[src/rtl/fp_to_linear.sv]
// Sequential decoder from the 8-bit float format (S, E, F) to a D_W-bit two's-complement value.
// Define FPDEC_BARREL_EN to replace the one-bit-per-cycle shifter with a single barrel shift.
module fp_to_linear #(
    parameter int E_W = 3,
    parameter int F_W = 4,
    parameter int D_W = 12
) (
    input  logic           clk,
    input  logic           rst_n,
    input  logic           in_valid,
    output logic           in_ready,
    input  logic           s,
    input  logic [E_W-1:0] e,
    input  logic [F_W-1:0] f,
    output logic           out_valid,
    input  logic           out_ready,
    output logic [D_W-1:0] d
);

    typedef enum logic [1:0] {
        IDLE  = 2'd0,
        SHIFT = 2'd1,
        SIGN  = 2'd2,
        OUT   = 2'd3
    } state_t;

    state_t         state_q, state_d;
    logic [D_W-1:0] acc_q, acc_d;
    logic [D_W-1:0] d_q, d_d;
    logic           sign_q, sign_d;

`ifdef FPDEC_BARREL_EN
    // Barrel build: e is kept for the one-shot shift, and a phase bit adds one
    // settle cycle so latency is a constant 3 cycles for every exponent.
    logic [E_W-1:0] e_q, e_d;
    logic           phase_q, phase_d;
`else
    logic [E_W-1:0] cnt_q, cnt_d;
`endif

    // NOTE: every variable gets a default before the case so no path leaves it unassigned (no latches).
    always_comb begin
        state_d = state_q;
        acc_d   = acc_q;
        d_d     = d_q;
        sign_d  = sign_q;
`ifdef FPDEC_BARREL_EN
        e_d     = e_q;
        phase_d = phase_q;
`else
        cnt_d   = cnt_q;
`endif
        case (state_q)
            IDLE: begin
                if (in_valid) begin
                    acc_d   = D_W'(f);
                    sign_d  = s;
`ifdef FPDEC_BARREL_EN
                    e_d     = e;
                    phase_d = 1'b0;
`else
                    cnt_d   = e;
`endif
                    state_d = SHIFT;
                end
            end
            SHIFT: begin
`ifdef FPDEC_BARREL_EN
                if (!phase_q) begin
                    acc_d   = acc_q << e_q;
                    phase_d = 1'b1;
                end else begin
                    state_d = SIGN;
                end
`else
                if (cnt_q == '0) begin
                    state_d = SIGN;
                end else begin
                    acc_d = acc_q << 1;
                    cnt_d = cnt_q - E_W'(1);
                end
`endif
            end
            SIGN: begin
                // Negating zero gives zero, so a negative-zero input decodes to 0.
                d_d     = sign_q ? -acc_q : acc_q;
                state_d = OUT;
            end
            OUT: begin
                if (out_ready) begin
                    state_d = IDLE;
                end
            end
            default: state_d = IDLE;
        endcase
    end

    // NOTE: sequential state uses non-blocking assignments only; every flop here is a
    // plain register (no memory array), so all of them are cleared by the async reset.
    always_ff @(posedge clk or negedge rst_n) begin
        if (!rst_n) begin
            state_q <= IDLE;
            acc_q   <= '0;
            d_q     <= '0;
            sign_q  <= 1'b0;
`ifdef FPDEC_BARREL_EN
            e_q     <= '0;
            phase_q <= 1'b0;
`else
            cnt_q   <= '0;
`endif
        end else begin
            state_q <= state_d;
            acc_q   <= acc_d;
            d_q     <= d_d;
            sign_q  <= sign_d;
`ifdef FPDEC_BARREL_EN
            e_q     <= e_d;
            phase_q <= phase_d;
`else
            cnt_q   <= cnt_d;
`endif
        end
    end

    // Handshake flags decode straight from state, so reset clears them without a clock edge.
    assign in_ready  = (state_q == IDLE);
    assign out_valid = (state_q == OUT);
    assign d         = d_q;

endmodule
[config.mk]
export PLATFORM = sky130hd
export DESIGN_NAME = fp_to_linear
export DESIGN_NICKNAME = d
export VERILOG_FILES = /design/src/rtl/fp_to_linear.sv
export SDC_FILE = /design/constraint.sdc
export NUM_CORES = 1
export LEC_CHECK = 0
export ABC_AREA = 0
export BUFFER_PORTS_ARGS = -buffer_cell sky130_fd_sc_hd__buf_2
export CORE_MARGIN = 5
export CORE_UTILIZATION = 55
export CTS_BUF_LIST = sky130_fd_sc_hd__clkbuf_4 sky130_fd_sc_hd__clkbuf_8 sky130_fd_sc_hd__clkbuf_16
export CTS_CLUSTER_SIZE = 25
export DETAILED_ROUTE_END_ITERATION = 7
export PLACE_DENSITY_LB_ADDON = 0.08
export SLEW_MARGIN = 5
export SYNTH_ARGS = -nofsm -noshare
export SYNTH_HDL_FRONTEND = slang
export SYNTH_SLANG_ARGS = --single-unit
[constraint.sdc]
create_clock -name clk -period 2.5 [get_ports clk]
set_input_delay 0.375 -clock clk [delete_from_list [all_inputs] [get_ports clk]]
set_output_delay 0.375 -clock clk [all_outputs]
set_load 0.02 [all_outputs]
==> flow_metrics.py, run 1 <==
metrics = {
    "logic_synthesis": {
        "synth-simple-area-share_pct": 14.6,
        "syn_inst": 167,
        "syn_area_sq_um": 1700,
        "syn_area_per_cell_sq_um": 10.2,
        "synthXorXnorAreaFrac_pct": 1.03,
        "async_flop_share_pct": 100,
        "synth_warnings": 0,
        "yosys.area_share.adder_pct": 5.88,
        "ys.flop_type": "dfrtp_1",
        "syn_nets": 187,
        "synth_cell_types": 43,
        "synthMuxAreaShare_pct": 14.0,
        "synth-compound-area-share_pct": 13.6,
        "yosysSeqAreaShare_pct": 44.1,
        "synth_edf_count": 0,
        "synth_top_family_by_area": "simple AND/OR/NAND/NOR gates",
        "yosysTopAreaCellShare_pct": 44.1,
        "ys_ff_latch": 30,
        "synthTopCellsByArea": "dfrtp_1, mux2i_1, ha_1, inv_1, mux2_2",
        "yosysTopAreaCell": "dfrtp_1",
    },
    "route": {
        "firstDrtPassIters": 4,
        "vias_per_cell": 5.60,
        "wl_per_cell_microns": 15.0,
        "ant_nets": 0,
        "wirelength_microns": 3440,
        "vias": 1282,
        "drt_iter0_drc": 92,
        "drc": 0,
    },
    "clock_tree": {
        "clk_pin_slew_worst_paths_ps": 100,
        "h-tree-depth": 2,
        "cts_sinks": 30,
        "clk_latency_ps": 330,
        "hold_buffers": 0,
        "cts_setup_buffers": 0,
        "cts_buffer_depth": 2,
        "numCtsBuffers": 5,
        "cts_tree": "done",
        "cts-root-buf": "clkbuf_4",
        "cts-resized-gates": 0,
    },
    "sta": {
        "tightest_slew_ps": 663,
        "tns_ps": 0,
        "fmax_ghz": 0.508,
        "worst_slack_ps": 532,
        "slew_violations": 0,
        "rsz0062_at_grt": "no",
        "fin_crit_ps": 1970,
        "skew_ps": 10.1,
        "max-slew-margin-rel_pct": 55.8,
        "hold_viol_final": 0,
        "setup_viol_count_final": 0,
        "timing.final.crit_share_pct": 78.7,
        "hold_slack_ps": 65.4,
    },
    "floorplanning": {
        "fp.dieW_microns": 65.6,
        "io_pins": 26,
        "die_area_sq_um": 4310,
        "initial_core_util_pct": 56.7,
        "core_area_sq_um": 3000,
        "fp-row-count": 20,
        "dieHeight_microns": 65.6,
    },
    "placement": {
        "pre_cts_ws_ps": 534,
        "dp_cells": 221,
        "dp.final_hpwl_microns": 2580,
        "gp_congestion": 0.764,
        "io_buffers": 25,
        "dpl_cell_area_sq_um": 1860,
    },
    "hold_path": {
        "hp-class": "input port to async pin",
    },
    "final_layout": {
        "drive_gt1_share_pct": 24.5,
        "nFillCells": 257,
        "fin_util_pct": 64.0,
        "fin_nets": 215,
        "postLayoutCellArea_sq_um": 1920,
        "final_cell_mix": "dfrtp_1, buf_2, inv_1",
        "fin_cells": 229,
        "area_growth_pct": 13.0,
        "multi_input_area_sq_um": 837,
        "diodes": 0,
        "layout_commonest_cell": "dfrtp_1",
        "seqCellArea_sq_um": 751,
    },
    "power_and_ir_drop": {
        "p_leak_nw": 0.912,
        "peakVddDrop_uv": 747,
        "p_per_area_nw_per_um2": 1330,
        "totalPowerFinal_mw": 2.55,
    },
    "global_routing": {
        "grt_use_total_pct": 17.9,
        "grt_max_degree": 31,
        "antenna_found_initial": 0,
        "grt_pass1_wl_microns": 5790,
        "first_global_vias": 1239,
        "grt-ovfl-total": 0,
    },
    "setup_path": {
        "startpoint_type": "register",
        "critPathArrivalTime_ps": 2200,
        "cp-end-kind": "register",
        "crit_fanout": 14,
        "required_ps": 2730,
        "path_class": "register to register",
    },
    "run": {
        "cap_viol_max_count": 0,
    },
    "outcome": {
        "status": "complete, no violations",
    },
}
## cell type report
| class | instances | share of cell area [%] |
|---|---|---|
| flip-flops and latches | 30 | 39.0 |
| multi-input cells | 108 | 43.5 |
| inverters | 22 | 4.29 |
| clock inverters | 1 | 0.260 |
| well taps | 33 | 2.15 |
| repair buffers | 28 | 7.68 |
| clock buffers | 7 | 3.06 |
## cell usage after synthesis (all sizes together), types with 3 or more instances
library cell,count
inv,22
dfrtp,30
nand2,17
nand3,3
nor2b,5
buf,3
a21oi,3
or4,4
o311ai,4
mux2i,16
mux2,7
ha,8
nor2,6
clkbuf,4
## flip-flops by register name, indices dropped and copies added, names as in the netlist
signal,flops
acc_q,12
cnt_q,3
d,12
sign_q,1
state_q,2
## cell families after synthesis
logic type      after synthesis
fa+ha+maj                     8
xor+xnor                      2
simple gates                 46
buf+inv                      29
compound gates               29
flops                        30
mux                          23
## critical path, stage by stage, from the launching register on
cell	delay (ps)
dfrtp_1	400
inv_1	90
ha_1	280
buf_4	220
a221oi_1	470
mux2_2	390
## power by group
part           total (mW)  switching [mW]  internal [mW]
clock               0.312           0.165          0.147
combinational        1.39           0.767          0.627
sequential          0.847           0.172          0.676
## layer usage
layer	vias to the layer above	global-route usage [%]	part of all wire, %	wire length (microns)
li1	648	-	-	-
met4	0	4.66	0.78	27
met5	-	0	0	0
met3	2	7.01	6.4	221
met1	598	23.2	45	1550
met2	34	27.8	48	1640
## final timing paths
kind | start | slack [ps] | cells after the start | endpoint
hold reg to reg | d[11] | 490 | 2 | d[11]
max in group asynchronous | rst_n | 2000 | 1 | d[10]
min in group clk | s | 270 | 2 | sign_q
hold / removal | rst_n | 70 | 1 | acc_q[4]
setup reg to reg | state_q[1] | 530 | 5 | state_q[1]
setup / recovery | state_q[1] | 530 | 5 | state_q[1]
(Power assumes the default switching activity.)
==> run 2, diff against run 1 <==
--- a/config.mk
+++ b/config.mk
@@ -5,10 +5,10 @@
 export SDC_FILE = /design/constraint.sdc
 export NUM_CORES = 1
 export LEC_CHECK = 0
-export ABC_AREA = 0
+export ABC_AREA = 1
 export BUFFER_PORTS_ARGS = -buffer_cell sky130_fd_sc_hd__buf_2
 export CORE_MARGIN = 5
-export CORE_UTILIZATION = 55
+export CORE_UTILIZATION = 50
 export CTS_BUF_LIST = sky130_fd_sc_hd__clkbuf_4 sky130_fd_sc_hd__clkbuf_8 sky130_fd_sc_hd__clkbuf_16
 export CTS_CLUSTER_SIZE = 25
 export DETAILED_ROUTE_END_ITERATION = 7
==> constraint.sdc (replaced) <==
create_clock -name clk -period 1.8 [get_ports clk]
set_input_delay 0.27 -clock clk [delete_from_list [all_inputs] [get_ports clk]]
set_output_delay 0.27 -clock clk [all_outputs]
set_load 0.02 [all_outputs]
==> run 2 against run 1 <==
Compared with the run above: global-route usage is 0.99 points lower; critical endpoint is now acc_q[1]; non-clock buffer count increased by 1; synthesized cell count grew 18%; synthesized area fell by 1.8%; clock skew barely moved; clock-buffer cell count is the same; routed wire length is 8.2% lower; sequential share of layout area is 0.70 points higher; highest routed layer unchanged; core utilization decreased by 6.5 points; cell area decreased by 1.8%.
==> flow_metrics.py, run 2 <==
metrics = {
    "placement": {
        "dpl_cell_area_sq_um": 1810,
        "io_buffers": 25,
        "gp_congestion": 0.777,
        "dp.final_hpwl_microns": 2330,
    },
    "global_routing": {
        "first_global_vias": 1302,
        "grt_use_total_pct": 16.9,
        "grt_max_degree": 31,
        "antenna_found_initial": 0,
        "grt-ovfl-total": 0,
        "grt_pass1_wl_microns": 5850,
    },
    "setup_path": {
        "critPathArrivalTime_ps": 1830,
        "reg2reg_slack_ps": 230,
        "path_class": "register to register",
        "crit_end": "acc_q[1]",
        "crit_fanout": 30,
        "startpoint_type": "register",
        "required_ps": 2060,
        "cp-end-kind": "register",
        "crit_start": "state_q[1]",
        "reg2reg_to": "acc_q[1]",
        "rr_worst_depth": 8,
        "rr_startpoint": "state_q[1]",
    },
    "floorplanning": {
        "fp.dieW_microns": 67.8,
        "fp-row-count": 21,
        "dieHeight_microns": 67.8,
        "io_pins": 26,
        "die_area_sq_um": 4600,
        "initial_core_util_pct": 50.9,
        "core_area_sq_um": 3280,
    },
    "clock_tree": {
        "clk_pin_slew_worst_paths_ps": 90,
        "cts-root-buf": "clkbuf_4",
        "cts_setup_buffers": 0,
        "cts_sinks": 30,
        "clk_latency_ps": 330,
        "cts_buffer_depth": 2,
        "cts_tree": "done",
        "h-tree-depth": 2,
        "numCtsBuffers": 5,
    },
    "logic_synthesis": {
        "syn_nets": 217,
        "yosysMostFrequentCell": "nand2_1",
        "syn_inst": 197,
        "yosysSeqAreaShare_pct": 44.9,
        "synth_top_family_by_area": "simple AND/OR/NAND/NOR gates",
        "yosys.area_share.adder_pct": 5.99,
        "syn_area_sq_um": 1670,
        "synthMuxAreaShare_pct": 0,
        "async_flop_share_pct": 100,
        "synth_warnings": 0,
        "synth_edf_count": 0,
        "synth-simple-area-share_pct": 22.7,
        "ys.flop_type": "dfrtp_1",
        "synthXorXnorAreaFrac_pct": 1.57,
        "yosysTopAreaCell": "dfrtp_1",
        "synthTopCellsByArea": "dfrtp_1, nand2_1, nand3_1, ha_1, inv_1",
        "synth_commonest_cells": "nand2_1, dfrtp_1, inv_1, nand3_1, o21ai_0",
        "synth-compound-area-share_pct": 14.7,
        "ys_ff_latch": 30,
        "synth_cell_types": 23,
        "yosysTopAreaCellShare_pct": 44.9,
        "syn_area_per_cell_sq_um": 8.49,
    },
    "final_layout": {
        "seqCellArea_sq_um": 751,
        "nFillCells": 308,
        "layout_commonest_cell": "nand2_1",
        "fin_nets": 245,
        "postLayoutCellArea_sq_um": 1890,
        "multi_input_area_sq_um": 753,
        "drive_gt1_share_pct": 23.0,
        "area_growth_pct": 13.0,
        "diodes": 0,
        "final_cell_mix": "nand2_1, dfrtp_1, inv_1, buf_2, nand3_1",
    },
    "sta": {
        "max-slew-margin-rel_pct": 56.2,
        "timing.final.crit_share_pct": 87.2,
        "fmax_ghz": 0.637,
        "setup_viol_count_final": 0,
        "slew_violations": 0,
        "rsz0062_at_grt": "no",
        "skew_ps": 10.4,
        "tightest_slew_ps": 657,
        "hold_viol_final": 0,
        "tns_ps": 0,
        "fin_crit_ps": 1570,
    },
    "power_and_ir_drop": {
        "p_per_area_nw_per_um2": 1910,
        "p_clk_share_pct": 11.9,
        "switchingPower_mw": 1.71,
        "sw_frac_of_total_pct": 47.3,
        "seqPwrFrac_pct": 31.6,
        "intPower_mw": 1.90,
        "p_leak_nw": 0.944,
        "peakVddDrop_uv": 1490,
        "combPwrFrac_pct": 56.4,
    },
    "run": {
        "cap_viol_max_count": 0,
    },
    "route": {
        "vias_per_cell": 5.07,
        "vias": 1379,
        "firstDrtPassIters": 4,
        "drt_iter0_drc": 70,
        "wirelength_microns": 3160,
        "drc": 0,
        "wl_per_cell_microns": 11.6,
        "ant_nets": 0,
    },
    "hold_path": {
        "hp-class": "input port to register",
    },
    "outcome": {
        "status": "complete, no violations",
    },
}
==> run 2: cell count changes in the layout (fill, tap and decap cells not counted), moves of 4 or more <==
cell      change
nand2_1      +28
nand3_1      +20
mux2i_1      -16
o21ai_0      +13
o21ai_2       +9
mux2_2        -7
nor2b_1       -5
o211ai_1      +4
o311ai_0      -4
==> run 2: final cells by class <==
class / instances / share of cell area (%)
Inverter: 25 / 4.97
Clock inverter: 1 / 0.265
Multi-Input combinational cell: 134 / 39.9
Timing Repair Buffer: 29 / 9.01
Sequential cell: 30 / 39.7
Tap cell: 46 / 3.05
Clock buffer: 7 / 3.11
==> run 2: worst min path at each step <==
stage / start / endpoint / slack, ps / cells past startpoint
finish: f[2] / acc_q[2] / 190 / 3
global route: f[2] / acc_q[2] / 180 / 3
CTS: f[2] / acc_q[2] / 180 / 3
detailed placement: rst_n / d[2] / 340 / 1
global placement: rst_n / d[2] / 330 / 1
floorplan: rst_n / acc_q[0] / -30 / 0
==> run 2: cells by family after synthesis <==
| group | Yosys count |
|---|---|
| adder cells (fa/ha/maj) | 8 |
| flip-flops | 30 |
| AND/OR/NAND/NOR | 86 |
| buffers and inverters | 33 |
| XOR/XNOR | 3 |
| AO/OA/AOI/OAI | 37 |
==> run 2: timing repair <==
action,4_1_cts,5_1_grt
resized for setup,0,1
hold buffers,1,0
endpoints found under the setup margin,0,15
endpoints found under the hold margin,30,0
==> run 2: metrics by stage <==
step           power (mW)  setup WS [ps]  hold WS, ps  instances  util [%]
2_1_floorplan        2.81            300        -25.6        197         -
3_3_place_gp         3.13            218          333        263      55.2
3_5_place_dp         3.20            139          337        263      55.2
4_1_cts              3.65            125          183        272      57.4
5_1_grt              4.02           30.3          179        272      57.5
6_report             3.61            231          193        272      57.5
==> run 2: power groups by stage <==
stage,Sequential [mW],Combinational [mW],Clock (mW)
after floorplan,1.28,1.53,0
after global placement,1.14,1.99,0
after detailed placement,1.16,2.04,0
after CTS,1.14,2.05,0.449
after global routing,1.18,2.35,0.496
final,1.14,2.04,0.432
==> run 2: metal layers <==
metal	vias to the layer above	GRT usage, %	wire length [microns]
met5	-	0	0
met4	0	6.70	38
met3	7	4.43	209
met2	45	27.1	1420
met1	627	21.8	1480
li1	700	-	-
==> run 2: worst max-delay path, cell delays in order (launching register included) <==
cell      delay (ps)
dfrtp_1          390
inv_1            100
ha_2             230
inv_1            120
nand2_1          100
a21oi_4          170
buf_12           190
o211ai_1         120
o21ai_2           70
